**src/rtl/cpu_pkg.sv**
```systemverilog
// rtl/cpu_pkg.sv - shared 6502 operand-fetch encodings: addressing modes, groups, FSM states.
package cpu_pkg;

    localparam logic [2:0] AM_ZP_X_IN = 3'b000;
    localparam logic [2:0] AM_ZP      = 3'b001;
    localparam logic [2:0] AM_IMM     = 3'b010;
    localparam logic [2:0] AM_ABS     = 3'b011;
    localparam logic [2:0] AM_ZP_IN_Y = 3'b100;
    localparam logic [2:0] AM_ZP_X    = 3'b101;
    localparam logic [2:0] AM_ABS_Y   = 3'b110;
    localparam logic [2:0] AM_ABS_X   = 3'b111;

    typedef enum logic [1:0] {
        GRP_00 = 2'b00,
        GRP_01 = 2'b01,
        GRP_10 = 2'b10,
        GRP_11 = 2'b11
    } group_t;

    typedef enum logic [6:0] {
        ST_IDLE = 7'b000_0001,
        ST_LO   = 7'b000_0010,
        ST_HI   = 7'b000_0100,
        ST_PLO  = 7'b000_1000,
        ST_PHI  = 7'b001_0000,
        ST_FIX  = 7'b010_0000,
        ST_RD   = 7'b100_0000
    } state_t;

    typedef enum logic [2:0] {
        K_IMM, K_ZP, K_ZP_IDX, K_IND_X, K_IND_Y, K_ABS, K_ABS_IDX
    } kind_t;

    // Collapses the eight amodes of both groups into the fetch sequence they need.
    function automatic kind_t amode_kind(input logic [2:0] am, input group_t grp);
        unique case (am)
            AM_ZP_X_IN: return (grp == GRP_10) ? K_IMM : K_IND_X;
            AM_ZP:      return K_ZP;
            AM_IMM:     return K_IMM;
            AM_ABS:     return K_ABS;
            AM_ZP_IN_Y: return K_IND_Y;
            AM_ZP_X:    return K_ZP_IDX;
            AM_ABS_Y:   return K_ABS_IDX;
            AM_ABS_X:   return K_ABS_IDX;
            default:    return K_IMM;
        endcase
    endfunction

    function automatic logic amode_uses_y(input logic [2:0] am, input group_t grp);
        return (am == AM_ZP_IN_Y) || (am == AM_ABS_Y) ||
               ((grp == GRP_10) && ((am == AM_ZP_X) || (am == AM_ABS_X)));
    endfunction

endpackage

```
**src/rtl/idx_add8.sv**
```systemverilog
// rtl/idx_add8.sv - 8-bit base plus index adder with carry into the high byte.
module idx_add8 (
    input  logic [7:0] a_i,
    input  logic [7:0] b_i,
    output logic [7:0] sum_o,
    output logic       carry_o
);

    assign {carry_o, sum_o} = {1'b0, a_i} + {1'b0, b_i};

endmodule

```
**src/rtl/operand_fetch.sv**
```systemverilog
// rtl/operand_fetch.sv - 6502 operand-address sequencer over a wait-state tolerant req/ack port.
// DUMMY_READ_EN makes the page-cross fix-up cycle issue a real read at the uncorrected address.
module operand_fetch
    import cpu_pkg::*;
#(
    parameter int         ADDR_W  = 16,
    parameter int         BANK    = 0,
    parameter logic [7:0] ZP_PAGE = 8'h00
) (
    input  logic              CLK,
    input  logic              R,
    input  logic              op_valid,
    input  logic [7:0]        op_in,
    output logic              op_ready,
    input  logic [15:0]       pc,
    output logic              pc_inc,
    input  logic [7:0]        x_reg,
    input  logic [7:0]        y_reg,
    output logic              mem_req,
    output logic [ADDR_W-1:0] mem_addr,
    input  logic              mem_ack,
    input  logic [7:0]        mem_rdata,
    output logic              opnd_valid,
    output logic [7:0]        opnd_data,
    output logic [15:0]       opnd_addr,
    output logic              page_cross
);

    state_t      state_q;
    kind_t       kind_q;
    logic        use_y_q;
    logic [15:0] pc_q;
    logic [7:0]  lo_q;
    logic [7:0]  hi_q;
    logic [7:0]  ptr_q;
    logic [7:0]  sum_q;
    logic [15:0] addr_q;
    logic        op_ready_q;
    logic        mem_req_q;
    logic        pc_inc_q;
    logic        opnd_valid_q;
    logic [7:0]  opnd_data_q;
    logic [15:0] opnd_addr_q;
    logic        page_cross_q;

    logic [7:0]  idx_val;
    logic [7:0]  add_a;
    logic [7:0]  add_b;
    logic [7:0]  add_sum;
    logic        add_carry;
    logic        fix_done;
    logic        unused_op_bits;

    assign unused_op_bits = ^op_in[7:5];
    assign idx_val        = use_y_q ? y_reg : x_reg;

`ifdef DUMMY_READ_EN
    assign fix_done = mem_ack;
`else
    assign fix_done = 1'b1;
`endif

    // One adder serves every state; only the operands it sees change.
    always_comb begin
        add_a = lo_q;
        add_b = 8'h00;
        unique case (state_q)
            ST_LO: begin
                add_a = mem_rdata;
                if (kind_q == K_ZP_IDX || kind_q == K_IND_X) add_b = idx_val;
            end
            ST_HI:   if (kind_q == K_ABS_IDX) add_b = idx_val;
            ST_PHI:  if (kind_q == K_IND_Y) add_b = idx_val;
            default: add_b = 8'h00;
        endcase
    end

    idx_add8 u_idx_add8 (
        .a_i     (add_a),
        .b_i     (add_b),
        .sum_o   (add_sum),
        .carry_o (add_carry)
    );

    always_ff @(posedge CLK or posedge R) begin
        if (R) begin
            state_q      <= ST_IDLE;
            kind_q       <= K_IMM;
            use_y_q      <= 1'b0;
            pc_q         <= 16'h0000;
            lo_q         <= 8'h00;
            hi_q         <= 8'h00;
            ptr_q        <= 8'h00;
            sum_q        <= 8'h00;
            addr_q       <= 16'h0000;
            op_ready_q   <= 1'b1;
            mem_req_q    <= 1'b0;
            pc_inc_q     <= 1'b0;
            opnd_valid_q <= 1'b0;
            opnd_data_q  <= 8'h00;
            opnd_addr_q  <= 16'h0000;
            page_cross_q <= 1'b0;
        end else begin
            pc_inc_q     <= 1'b0;
            opnd_valid_q <= 1'b0;
            unique case (state_q)
                ST_IDLE: if (op_valid && op_ready_q) begin
                    kind_q       <= amode_kind(op_in[4:2], group_t'(op_in[1:0]));
                    use_y_q      <= amode_uses_y(op_in[4:2], group_t'(op_in[1:0]));
                    pc_q         <= pc;
                    addr_q       <= pc;
                    mem_req_q    <= 1'b1;
                    op_ready_q   <= 1'b0;
                    page_cross_q <= 1'b0;
                    state_q      <= ST_LO;
                end
                ST_LO: if (mem_ack) begin
                    pc_inc_q <= 1'b1;
                    lo_q     <= mem_rdata;
                    unique case (kind_q)
                        K_IMM: begin
                            opnd_data_q  <= mem_rdata;
                            opnd_addr_q  <= pc_q;
                            opnd_valid_q <= 1'b1;
                            op_ready_q   <= 1'b1;
                            mem_req_q    <= 1'b0;
                            state_q      <= ST_IDLE;
                        end
                        K_ZP, K_ZP_IDX: begin
                            addr_q  <= {ZP_PAGE, add_sum};
                            state_q <= ST_RD;
                        end
                        K_IND_X, K_IND_Y: begin
                            ptr_q   <= add_sum;
                            addr_q  <= {ZP_PAGE, add_sum};
                            state_q <= ST_PLO;
                        end
                        default: begin
                            addr_q  <= pc_q + 16'd1;
                            state_q <= ST_HI;
                        end
                    endcase
                end
                ST_PLO: if (mem_ack) begin
                    lo_q    <= mem_rdata;
                    addr_q  <= {ZP_PAGE, ptr_q + 8'd1};
                    state_q <= ST_PHI;
                end
                // High byte arrives here for both absolute and indirect forms.
                ST_HI, ST_PHI: if (mem_ack) begin
                    pc_inc_q <= (state_q == ST_HI);
                    hi_q     <= mem_rdata;
                    sum_q    <= add_sum;
                    addr_q   <= {mem_rdata, add_sum};
                    if (add_carry) begin
                        state_q <= ST_FIX;
`ifndef DUMMY_READ_EN
                        mem_req_q <= 1'b0;
`endif
                    end else begin
                        state_q <= ST_RD;
                    end
                end
                ST_FIX: if (fix_done) begin
                    page_cross_q <= 1'b1;
                    mem_req_q    <= 1'b1;
                    addr_q       <= {hi_q + 8'd1, sum_q};
                    state_q      <= ST_RD;
                end
                ST_RD: if (mem_ack) begin
                    opnd_data_q  <= mem_rdata;
                    opnd_addr_q  <= addr_q;
                    opnd_valid_q <= 1'b1;
                    op_ready_q   <= 1'b1;
                    mem_req_q    <= 1'b0;
                    state_q      <= ST_IDLE;
                end
                default: begin
                    state_q    <= ST_IDLE;
                    mem_req_q  <= 1'b0;
                    op_ready_q <= 1'b1;
                end
            endcase
        end
    end

    assign op_ready   = op_ready_q;
    assign pc_inc     = pc_inc_q;
    assign mem_req    = mem_req_q;
    assign mem_addr   = ADDR_W'((64'(BANK) << 16) | 64'(addr_q));
    assign opnd_valid = opnd_valid_q;
    assign opnd_data  = opnd_data_q;
    assign opnd_addr  = opnd_addr_q;
    assign page_cross = page_cross_q;

endmodule

```
**config.mk**
```make
export PLATFORM = sky130hd
export DESIGN_NAME = operand_fetch
export DESIGN_NICKNAME = d
export VERILOG_FILES = /design/src/rtl/cpu_pkg.sv /design/src/rtl/idx_add8.sv /design/src/rtl/operand_fetch.sv
export SDC_FILE = /design/constraint.sdc
export NUM_CORES = 1
export LEC_CHECK = 0
export BUFFER_PORTS_ARGS = -buffer_cell sky130_fd_sc_hd__buf_2
export CAP_MARGIN = 20
export CORE_ASPECT_RATIO = 0.7
export CORE_UTILIZATION = 57
export CTS_CLUSTER_SIZE = 8
export DETAILED_ROUTE_END_ITERATION = 16
export PLACE_DENSITY_LB_ADDON = 0.12
export SLEW_MARGIN = 15
export SYNTH_ARGS = -nofsm -noshare
export SYNTH_HDL_FRONTEND = slang
export SYNTH_SLANG_ARGS = --single-unit
```
**constraint.sdc**
```tcl
create_clock -name CLK -period 4.8 [get_ports CLK]
set_input_delay 1.44 -clock CLK [delete_from_list [all_inputs] [get_ports CLK]]
set_output_delay 1.44 -clock CLK [all_outputs]
set_load 0.1 [all_outputs]
```
==> flow_metrics.py <==
metrics = {
    "status": {
        "outcome": "finished, final reports clean",
    },
    "sta": {
        "rsz0062_at_grt": "no",
        "fin_crit_sh_pct": 84.3,
        "fmax_ghz": 0.247,
        "setup_viol": 0,
        "slew_violations": 0,
        "fin_skew_ns": 0.00563,
        "slew_headroom_pct": 29.3,
        "layout_setup_ws_ns": 0.751,
        "timing.setup.tns_ns": 0,
        "hold_viol": 0,
        "finalCriticalPeriod_ns": 4.05,
        "tightest_slew_ns": 1.05,
    },
    "cts": {
        "cts_resized": 0,
        "htree_levels": 3,
        "post_cts_buffers": 0,
        "clk_pin_slew_ns": 0.07,
        "cts_tree": "built",
        "clock-sinks": 104,
        "cts_buffers": 9,
        "cts-hold-fix-buffers": 0,
        "clock_path_buffers": 2,
        "clk_latency_ns": 0.35,
        "root_buffer": "clkbuf_16",
    },
    "critical_path": {
        "critPathCaptureType": "flop",
        "cp_max_fo": 11,
        "critPathKind": "reg -> reg",
        "cp.required_ns": 5.06,
        "worstSetupStartpointType": "flop",
        "worstPathArrival_ns": 4.31,
    },
    "placed_design": {
        "io_buffers": 93,
        "dp_hpwl_mm": 10.8,
        "postPlaceCellArea_sq_um": 6420,
        "place_ws_ns": 0.841,
        "gp_congestion": 0.848,
    },
    "grt": {
        "grt_max_degree": 40,
        "grt_pass1_wl_mm": 23.8,
        "grt_usage_pct": 29.8,
        "grt_pass1_vias": 4547,
        "overflow": 0,
        "antenna_found_initial": 0,
    },
    "synthesis": {
        "netlist_area_sq_um": 5820,
        "synthMuxAreaShare_pct": 19.2,
        "synthCells": 560,
        "syn_nets": 624,
        "yosys.area_share.xor_xnor_pct": 4.97,
        "synth_top_family_by_area": "multiplexers",
        "synthFlopType": "dfrtp_1",
        "yosysTopAreaCell": "dfrtp_1",
        "synth-seq-cells": 104,
        "synth_cell_type_count": 56,
        "yosysWarnings": 0,
        "synth_edf_count": 0,
        "async_flop_share_pct": 100,
        "synthAdderAreaFrac_pct": 2.71,
        "synth-simple-area-share_pct": 14.3,
        "synth_compound_gate_area_share_pct": 11.2,
        "synthTopCellsByArea": "dfrtp_1 (44%), mux2_2 (13%), nand2_1 (5.2%)",
        "synth_top_area_share_pct": 43.9,
        "seq_area_frac_synth_pct": 44.8,
        "postSynthAreaPerCell_sq_um": 10.4,
    },
    "floorplanning": {
        "start_util_pct": 59.4,
        "die_w_um": 123,
        "dieHeight_um": 86.5,
        "core_sq_um": 9800,
        "rows": 30,
        "dieArea_sq_um": 10600,
        "pin_count": 97,
    },
    "final_layout": {
        "diodes": 0,
        "layout-drive-gt1-share_pct": 31.2,
        "area_growth_pct": 15.4,
        "final_cell_mix": "dfrtp_1 (102), buf_2 (94), nand2_1 (80)",
        "nets": 713,
        "layout_commonest_cell": "dfrtp_1",
        "stdcell_area_sq_um": 6720,
    },
    "detailed_routing": {
        "wl_mm": 14.8,
        "drt.antenna.violating_nets": 0,
        "drt-initial-drc-count": 413,
        "drtPass1Iterations": 7,
        "route.detailed.drc": 0,
        "wl_per_cell_um": 18.9,
        "vias": 4755,
        "vias_per_cell": 6.08,
    },
    "run": {
        "drv_cap": 0,
    },
    "worst_hold_path": {
        "hold_path_class": "reg -> reg",
    },
}
final cells by class:
type                            count  area, sq um
Fill cell                         785         3080
Clock buffer                        9          225
Inverter                           11         43.8
Clock inverter                      7         77.6
Timing Repair Buffer              103          538
Multi-Input combinational cell    420         3070
Tap cell                          128          160
Sequential cell                   104         2610
worst max-delay path, cell delays in order (launching register included):
cell	delay (ns)
dfrtp_1	0.57
or4_1	0.26
nor3_1	0.07
buf_4	0.19
nand2_1	0.07
nor2_1	0.04
a21oi_1	0.53
nor2_1	0.13
ha_1	0.25
fa_1	0.42
a21o_1	0.18
a21oi_1	0.32
o21ai_0	0.15
a31oi_1	0.42
a22oi_1	0.14
o31ai_1	0.20
Yosys cell counts (4+ instances only):
| cell type | instances |
|---|---|
| a21o_1 | 4 |
| a21oi_1 | 8 |
| a222oi_1 | 9 |
| buf_2 | 5 |
| clkbuf_1 | 16 |
| dfrtp_1 | 102 |
| ha_1 | 11 |
| inv_1 | 11 |
| mux2_2 | 65 |
| mux2_4 | 9 |
| mux2i_1 | 25 |
| nand2_1 | 80 |
| nand2b_1 | 8 |
| nand3_1 | 14 |
| nand4_1 | 4 |
| nor2_1 | 32 |
| nor3_1 | 14 |
| nor4_1 | 5 |
| o211ai_1 | 6 |
| o21ai_0 | 33 |
| o31ai_1 | 4 |
| or3_1 | 6 |
| xnor2_1 | 22 |
| xor2_1 | 11 |
path summary, 6_finish.rpt:
check                                    startpoint                        end  slack, ns  cells past startpoint
min in group asynchronous                         R  opnd_addr[14]$_DFFE_PP0P_       1.07                      2
setup / recovery             state_q[4]$_DFFE_PP0P_     state_q[6]$_DFFE_PP0P_       0.75                     15
setup reg to reg             state_q[4]$_DFFE_PP0P_     state_q[6]$_DFFE_PP0P_       0.75                     15
hold reg to reg            opnd_addr[4]$_DFFE_PP0P_   opnd_addr[4]$_DFFE_PP0P_       0.48                      2
hold / removal             opnd_addr[4]$_DFFE_PP0P_   opnd_addr[4]$_DFFE_PP0P_       0.48                      2
max in group asynchronous                         R       ptr_q[4]$_DFFE_PP0P_       2.88                      3
metal layers:
metal	GRT usage (%)	share of wire, %	vias up
li1	-	-	2208
met1	41.4	46	2377
met2	47.2	47	154
met3	5.99	6.3	16
met4	8.98	1.3	0
met5	0	0	-
logic make-up after synthesis:
kind of cell,count (synthesis)
fa+ha+maj,12
flops,104
simple gates,181
compound gates,95
mux,99
xor+xnor,33
buf+inv,36
sequential cells by signal, summed over array words and instances, names as in the netlist:
name and count:
sum_q 8, pc_q 16, kind_q 3, opnd_valid 1, hi_q 8, lo_q 8, page_cross 1, pc_inc 1
opnd_data 8, mem_req 1, opnd_addr 16, mem_addr 16, state_q 7, ptr_q 8, use_y_q 1, op_ready 1
through the flow:
stage,std cells,util (%),hold WS [ns]
detailed placement,766,65.5,0.467
global placement,765,65.4,0.458
finish,782,68.6,0.478
global route,782,68.6,0.511
floorplan,560,-,0.474
CTS,782,68.6,0.484
Power is not shown: default switching activity piles up to over one toggle a cycle in this logic, so the estimate is an artifact.
